--- src/rtl/stage_exec_ctrl.sv ---
// stage_exec_ctrl: per-stage execution controller. On a start pulse it issues a
// burst of BASE_BEATS >> level beats (floored at 1) with stall back-pressure,
// drains PIPE_DEPTH cycles, then holds a sticky done level for the sequencer.
// Optional watchdog: define STAGE_EXEC_TIMEOUT_EN to abandon a burst after
// TIMEOUT_CYCLES consecutive stalled RUN cycles (o_timeout otherwise tied low).
module stage_exec_ctrl #(
  parameter int LEVEL_WIDTH    = 4,
  parameter int BASE_BEATS     = 16,
  parameter int CNT_WIDTH      = 16,
  parameter int PIPE_DEPTH     = 3,
  parameter int TIMEOUT_CYCLES = 1024
) (
  input  logic                   clk,
  input  logic                   rst_n,
  input  logic                   i_start,
  input  logic [LEVEL_WIDTH-1:0] i_level,
  input  logic                   i_stall,
  output logic                   o_beat_valid,
  output logic [CNT_WIDTH-1:0]   o_beat_idx,
  output logic                   o_beat_last,
  output logic                   o_busy,
  output logic                   o_done,
  output logic                   o_proto_err,
  output logic                   o_timeout
);

  typedef enum logic [1:0] {
    S_IDLE  = 2'd0,
    S_RUN   = 2'd1,
    S_DRAIN = 2'd2,
    S_DONE  = 2'd3
  } state_t;

  // Drain counter is sized for PIPE_DEPTH-1; kept at least 1 bit wide so a
  // zero-depth build still elaborates (the DRAIN state is then unreachable).
  localparam int DW = (PIPE_DEPTH > 1) ? $clog2(PIPE_DEPTH) : 1;
  localparam logic [DW-1:0] DRAIN_LAST = DW'((PIPE_DEPTH > 0) ? PIPE_DEPTH - 1 : 0);

  state_t               state_q, state_d;
  logic [CNT_WIDTH-1:0] cnt_q, cnt_d;
  logic [CNT_WIDTH-1:0] last_idx_q, last_idx_d;
  logic [DW-1:0]        drain_q, drain_d;
  logic                 proto_q, proto_d;

  logic [CNT_WIDTH-1:0] n_beats;
  logic                 beat_fire;
  logic                 beat_final;
  logic                 timeout_hit;

  // Burst length for the level presented with the start pulse, floored at 1.
  always_comb begin
    n_beats = CNT_WIDTH'(BASE_BEATS) >> i_level;
    if (n_beats == '0) begin
      n_beats = CNT_WIDTH'(1);
    end
  end

  assign beat_fire  = (state_q == S_RUN) && !i_stall;
  assign beat_final = beat_fire && (cnt_q == last_idx_q);

`ifdef STAGE_EXEC_TIMEOUT_EN
  localparam int WW = (TIMEOUT_CYCLES > 1) ? $clog2(TIMEOUT_CYCLES + 1) : 1;

  logic [WW-1:0] wdog_q, wdog_d;
  logic          timeout_q, timeout_d;

  // Watchdog: counts consecutive stalled RUN cycles, clears on any beat.
  always_comb begin
    wdog_d      = wdog_q;
    timeout_hit = 1'b0;
    if ((state_q != S_RUN) || beat_fire) begin
      wdog_d = '0;
    end else if (wdog_q == WW'(TIMEOUT_CYCLES - 1)) begin
      timeout_hit = 1'b1;
      wdog_d      = '0;
    end else begin
      wdog_d = wdog_q + 1'b1;
    end
    timeout_d = timeout_q | timeout_hit;
  end

  // Watchdog registers.
  always_ff @(posedge clk or negedge rst_n) begin
    if (!rst_n) begin
      wdog_q    <= '0;
      timeout_q <= 1'b0;
    end else begin
      wdog_q    <= wdog_d;
      timeout_q <= timeout_d;
    end
  end

  assign o_timeout = timeout_q;
`else
  assign timeout_hit = 1'b0;
  assign o_timeout   = 1'b0;
`endif

  // Next-state logic: burst sequencing, drain countdown and protocol checking.
  always_comb begin
    state_d    = state_q;
    cnt_d      = cnt_q;
    last_idx_d = last_idx_q;
    drain_d    = drain_q;
    proto_d    = proto_q;
    case (state_q)
      S_IDLE, S_DONE: begin
        if (i_start) begin
          state_d    = S_RUN;
          cnt_d      = '0;
          last_idx_d = n_beats - 1'b1;
          drain_d    = '0;
        end
      end
      S_RUN: begin
        if (i_start) begin
          proto_d = 1'b1;
        end
        if (timeout_hit) begin
          state_d = S_DONE;
        end else if (beat_fire) begin
          cnt_d = cnt_q + 1'b1;
          if (beat_final) begin
            state_d = (PIPE_DEPTH > 0) ? S_DRAIN : S_DONE;
            drain_d = '0;
          end
        end
      end
      S_DRAIN: begin
        if (i_start) begin
          proto_d = 1'b1;
        end
        if (drain_q == DRAIN_LAST) begin
          state_d = S_DONE;
        end else begin
          drain_d = drain_q + 1'b1;
        end
      end
      default: state_d = S_IDLE;
    endcase
  end

  // State and counter registers.
  always_ff @(posedge clk or negedge rst_n) begin
    if (!rst_n) begin
      state_q    <= S_IDLE;
      cnt_q      <= '0;
      last_idx_q <= '0;
      drain_q    <= '0;
      proto_q    <= 1'b0;
    end else begin
      state_q    <= state_d;
      cnt_q      <= cnt_d;
      last_idx_q <= last_idx_d;
      drain_q    <= drain_d;
      proto_q    <= proto_d;
    end
  end

  assign o_beat_valid = beat_fire;
  assign o_beat_idx   = (state_q == S_RUN) ? cnt_q : '0;
  assign o_beat_last  = beat_final;
  assign o_busy       = (state_q == S_RUN) || (state_q == S_DRAIN);
  assign o_done       = (state_q == S_DONE);
  assign o_proto_err  = proto_q;

endmodule

--- config.mk ---
export PLATFORM = sky130hd
export DESIGN_NAME = stage_exec_ctrl
export DESIGN_NICKNAME = d
export VERILOG_FILES = /design/src/rtl/stage_exec_ctrl.sv
export SDC_FILE = /design/constraint.sdc
export NUM_CORES = 1
export LEC_CHECK = 0
export CORE_MARGIN = 2
export CORE_UTILIZATION = 53
export DETAILED_ROUTE_END_ITERATION = 6
export HOLD_SLACK_MARGIN = 0.05
export PLACE_DENSITY = 0.79
export SYNTH_ARGS = -nofsm -noshare
export SYNTH_HDL_FRONTEND = slang
export SYNTH_SLANG_ARGS = --single-unit
--- constraint.sdc ---
create_clock -name clk -period 2.2 [get_ports clk]
set_input_delay 0.44 -clock clk [delete_from_list [all_inputs] [get_ports clk]]
set_output_delay 0.44 -clock clk [all_outputs]
set_load 0.01 [all_outputs]
==> impl_metrics.yaml <==
placement:
  pre_cts_ws_ns: -0.1890
  placed_area_um2: 2255
  portBuffers: 28
  dp_hpwl_um: 3160
  gp_congestion: 0.8835
yosys:
  synth_top_area_cell: "dfrtp_1"
  synth.area.top_cells: "dfrtp_1 41%, and2_1 5.5%, ha_1 5.5%"
  synth_area_um2: 1831
  avgSynthCellArea_um2: 9.387
  synth.most_common_cell: "dfrtp_1"
  syn_nets: 211
  ys_ff_latch: 30
  seq_area_frac_synth_pct: 41.01
  synth_top_cell_area_share_pct: 41.01
  synthDistinctLibCells: 47
  async_flop_share_pct: 100.0
  syn_inst: 195
  yosys_warnings: 0
  netlist_top_cells_count: "30 x dfrtp_1, 17 x nor2_1, 16 x and2_1"
  synth_ff_type: "dfrtp_1"
  synth_edf_count: 0
power_and_ir_drop:
  total_power_w: 0.002366
  power.share.clock_pct: 14.7
  power_density_nw_per_um2: 991.2
  p_int_w: 0.001386
  p_leak_nw: 1.114
  irDropWorstVdd_mv: 0.7966
  p_seq_share_pct: 31.4
  p_sw_share_pct: 41.44
  p_sw_w: 0.0009805
  combPwrFrac_pct: 54.0
drt:
  wire_per_inst_um: 15.15
  drc_errors: 0
  routed_wl_um: 4423
  viasPerCell: 5.503
  ant_nets: 0
  drt_first_pass_iters: 4
  num_vias: 1607
  drt_iter0_drc: 56
critical_path:
  worstPathRequired_ns: 1.76
  r2r_slack_ns: 0.08
  critPathLaunch: "state_q[1]"
  r2r_cells: 8
  setup.worst_path.end: "o_beat_last"
  path_max_fanout: 3
  critical_path_arrival_ns: 1.68
  crit_path_end_kind: "primary output"
  critical_path_class: "reg -> out"
  r2r-end: "cnt_q[10]"
  start_kind: "flip-flop"
  timing.rr.start: "state_q[1]"
floorplan:
  start_util_pct: 54.86
  die_area_um2: 3940
  core_um2: 3337
  die_w_um: 62.77
  fp-row-count: 21
  io-pin-count: 30
  die_y_um: 62.77
cells_and_area:
  synthToLayoutAreaGrowth_pct: 30.42
  fillCellCount: 261
  diodes: 0
  nets: 261
  drive_above_1_share_pct: 22.36
  fin_area_um2: 2387
  fin_util_pct: 71.54
  regArea_um2: 752.0
  multi_input_area_um2: 1050
timing:
  setup_viol: 0
  layout_min_cycle_time_ns: 2.124
  fin_skew_ns: 0.01405
  finalHoldViolations: 0
  timing.final.crit_share_pct: 96.56
  fmax_mhz: 470.7
  slew_viol_final: 0
  hold-worst-slack_ns: 0.4608
  setup_ws_ns: 0.07559
  rsz0062_at_grt: "yes"
cts:
  cts.path.max_buffers: 2
  cts_tree: "built"
  holdBufCountCts: 0
  path_clk_slew_ns: 0.10
  insertion_delay_ns: 0.33
  htree_num_levels: 2
  ctsRootBufferMaster: "clkbuf_4"
  cts_sinks: 30
  cts-buffers-inserted: 5
grt:
  grt_antenna_before_repair: 0
  grt.total_usage_pct: 24.24
  overflow: 0
  grt_pass1_vias: 1608
  grt_max_degree: 31
  grt_pass1_wl_um: 7403
flow_run:
  drv_cap: 0
status:
  status: "completed"
worst_hold_path:
  hold_path_class: "reg -> reg"
==> worst min-delay path by stage <==
stage	start	end	slack [ns]	cells after the start
after floorplan	rst_n	cnt_q[0]	0.14	0
after global placement	o_proto_err	o_proto_err	0.44	1
after detailed placement	o_proto_err	o_proto_err	0.45	1
after CTS	o_proto_err	o_proto_err	0.47	1
after global routing	o_proto_err	o_proto_err	0.50	1
final	o_proto_err	o_proto_err	0.46	1
==> registers in the layout, indices dropped and copies added (netlist names) <==
signal and count:
last_idx_q 9, cnt_q 16, drain_q 2, o_proto_err 1, state_q 2
==> metal layers <==
metal	GRT usage (%)	wire length [um]	vias to the layer above
met2	40.99	2271	50
met1	29.93	1841	767
met4	10.28	96	0
met3	5.225	214	11
li1	-	-	779
met5	0	0	-
==> layout by cell type, fill, tap and decap left out, types with 6 or more instances in the layout <==
cell type,netlist,final
ha_1,8,6
nor2_1,17,17
dlygate4sd2_1,0,17
nand2_1,15,15
o21ai_0,9,9
clkdlybuf4s50_1,0,9
inv_1,10,8
dfrtp_1,30,29
nand3_1,6,6
and2_1,16,16
buf_4,1,20
xnor2_1,9,9
xor2_1,9,9
==> critical path, stage by stage, from the launching register on <==
cell     delay (ns)
dfrtp_1        0.42
inv_2          0.10
ha_4           0.17
nor2b_2        0.16
nand2_1        0.07
nor4_2         0.27
buf_2          0.17
==> cell families (layout without fill, tap and decap cells) <==
| family | Yosys count | count (layout) | synth area share (%) |
|---|---|---|---|
| adder cells (fa/ha/maj) | 8 | 8 | 5.468 |
| AO/OA/AOI/OAI | 32 | 32 | 12.51 |
| flip-flops | 30 | 30 | 41.01 |
| other | 1 | 1 | 0.2049 |
| AND/OR/NAND/NOR | 85 | 85 | 25.56 |
| buffers and inverters | 17 | 68 | 4.306 |
| multiplexers | 4 | 4 | 2.324 |
| XOR/XNOR | 18 | 18 | 8.613 |
==> final cells by class <==
cell class	instances	share of cell area (%)
Clock inverter	1	0.2096
Clock buffer	7	2.306
Sequential cell	30	31.50
Timing Repair Buffer	50	17.87
Multi-Input combinational cell	148	43.97
Tap cell	46	2.411
Inverter	10	1.730
==> per-stage QoR <==
step,setup TNS [ns],instances
global placement,-0.1268,279
global route,-0.1362,292
finish,0,292
CTS,0,289
floorplan,0,195
detailed placement,-0.2024,279
==> power groups by stage <==
stage | clock network, W | registers [W] | logic (W)
final | 0.000347 | 0.000742 | 0.00128
after floorplan | 0 | 0.000737 | 0.000696
after global routing | 0.000390 | 0.000758 | 0.00138
after CTS | 0.000353 | 0.000740 | 0.00117
after detailed placement | 0 | 0.000748 | 0.00110
after global placement | 0 | 0.000738 | 0.00105
==> repair_timing <==
action | in CTS | in global routing
resized for setup | 32 | 7
endpoints found under the setup margin | 19 | 13
pin swaps | 1 | 7
endpoints found under the hold margin | 0 | 0
setup buffers | 1 | 3
cloned | 1 | 0
Power figures use the tool's default switching activity.
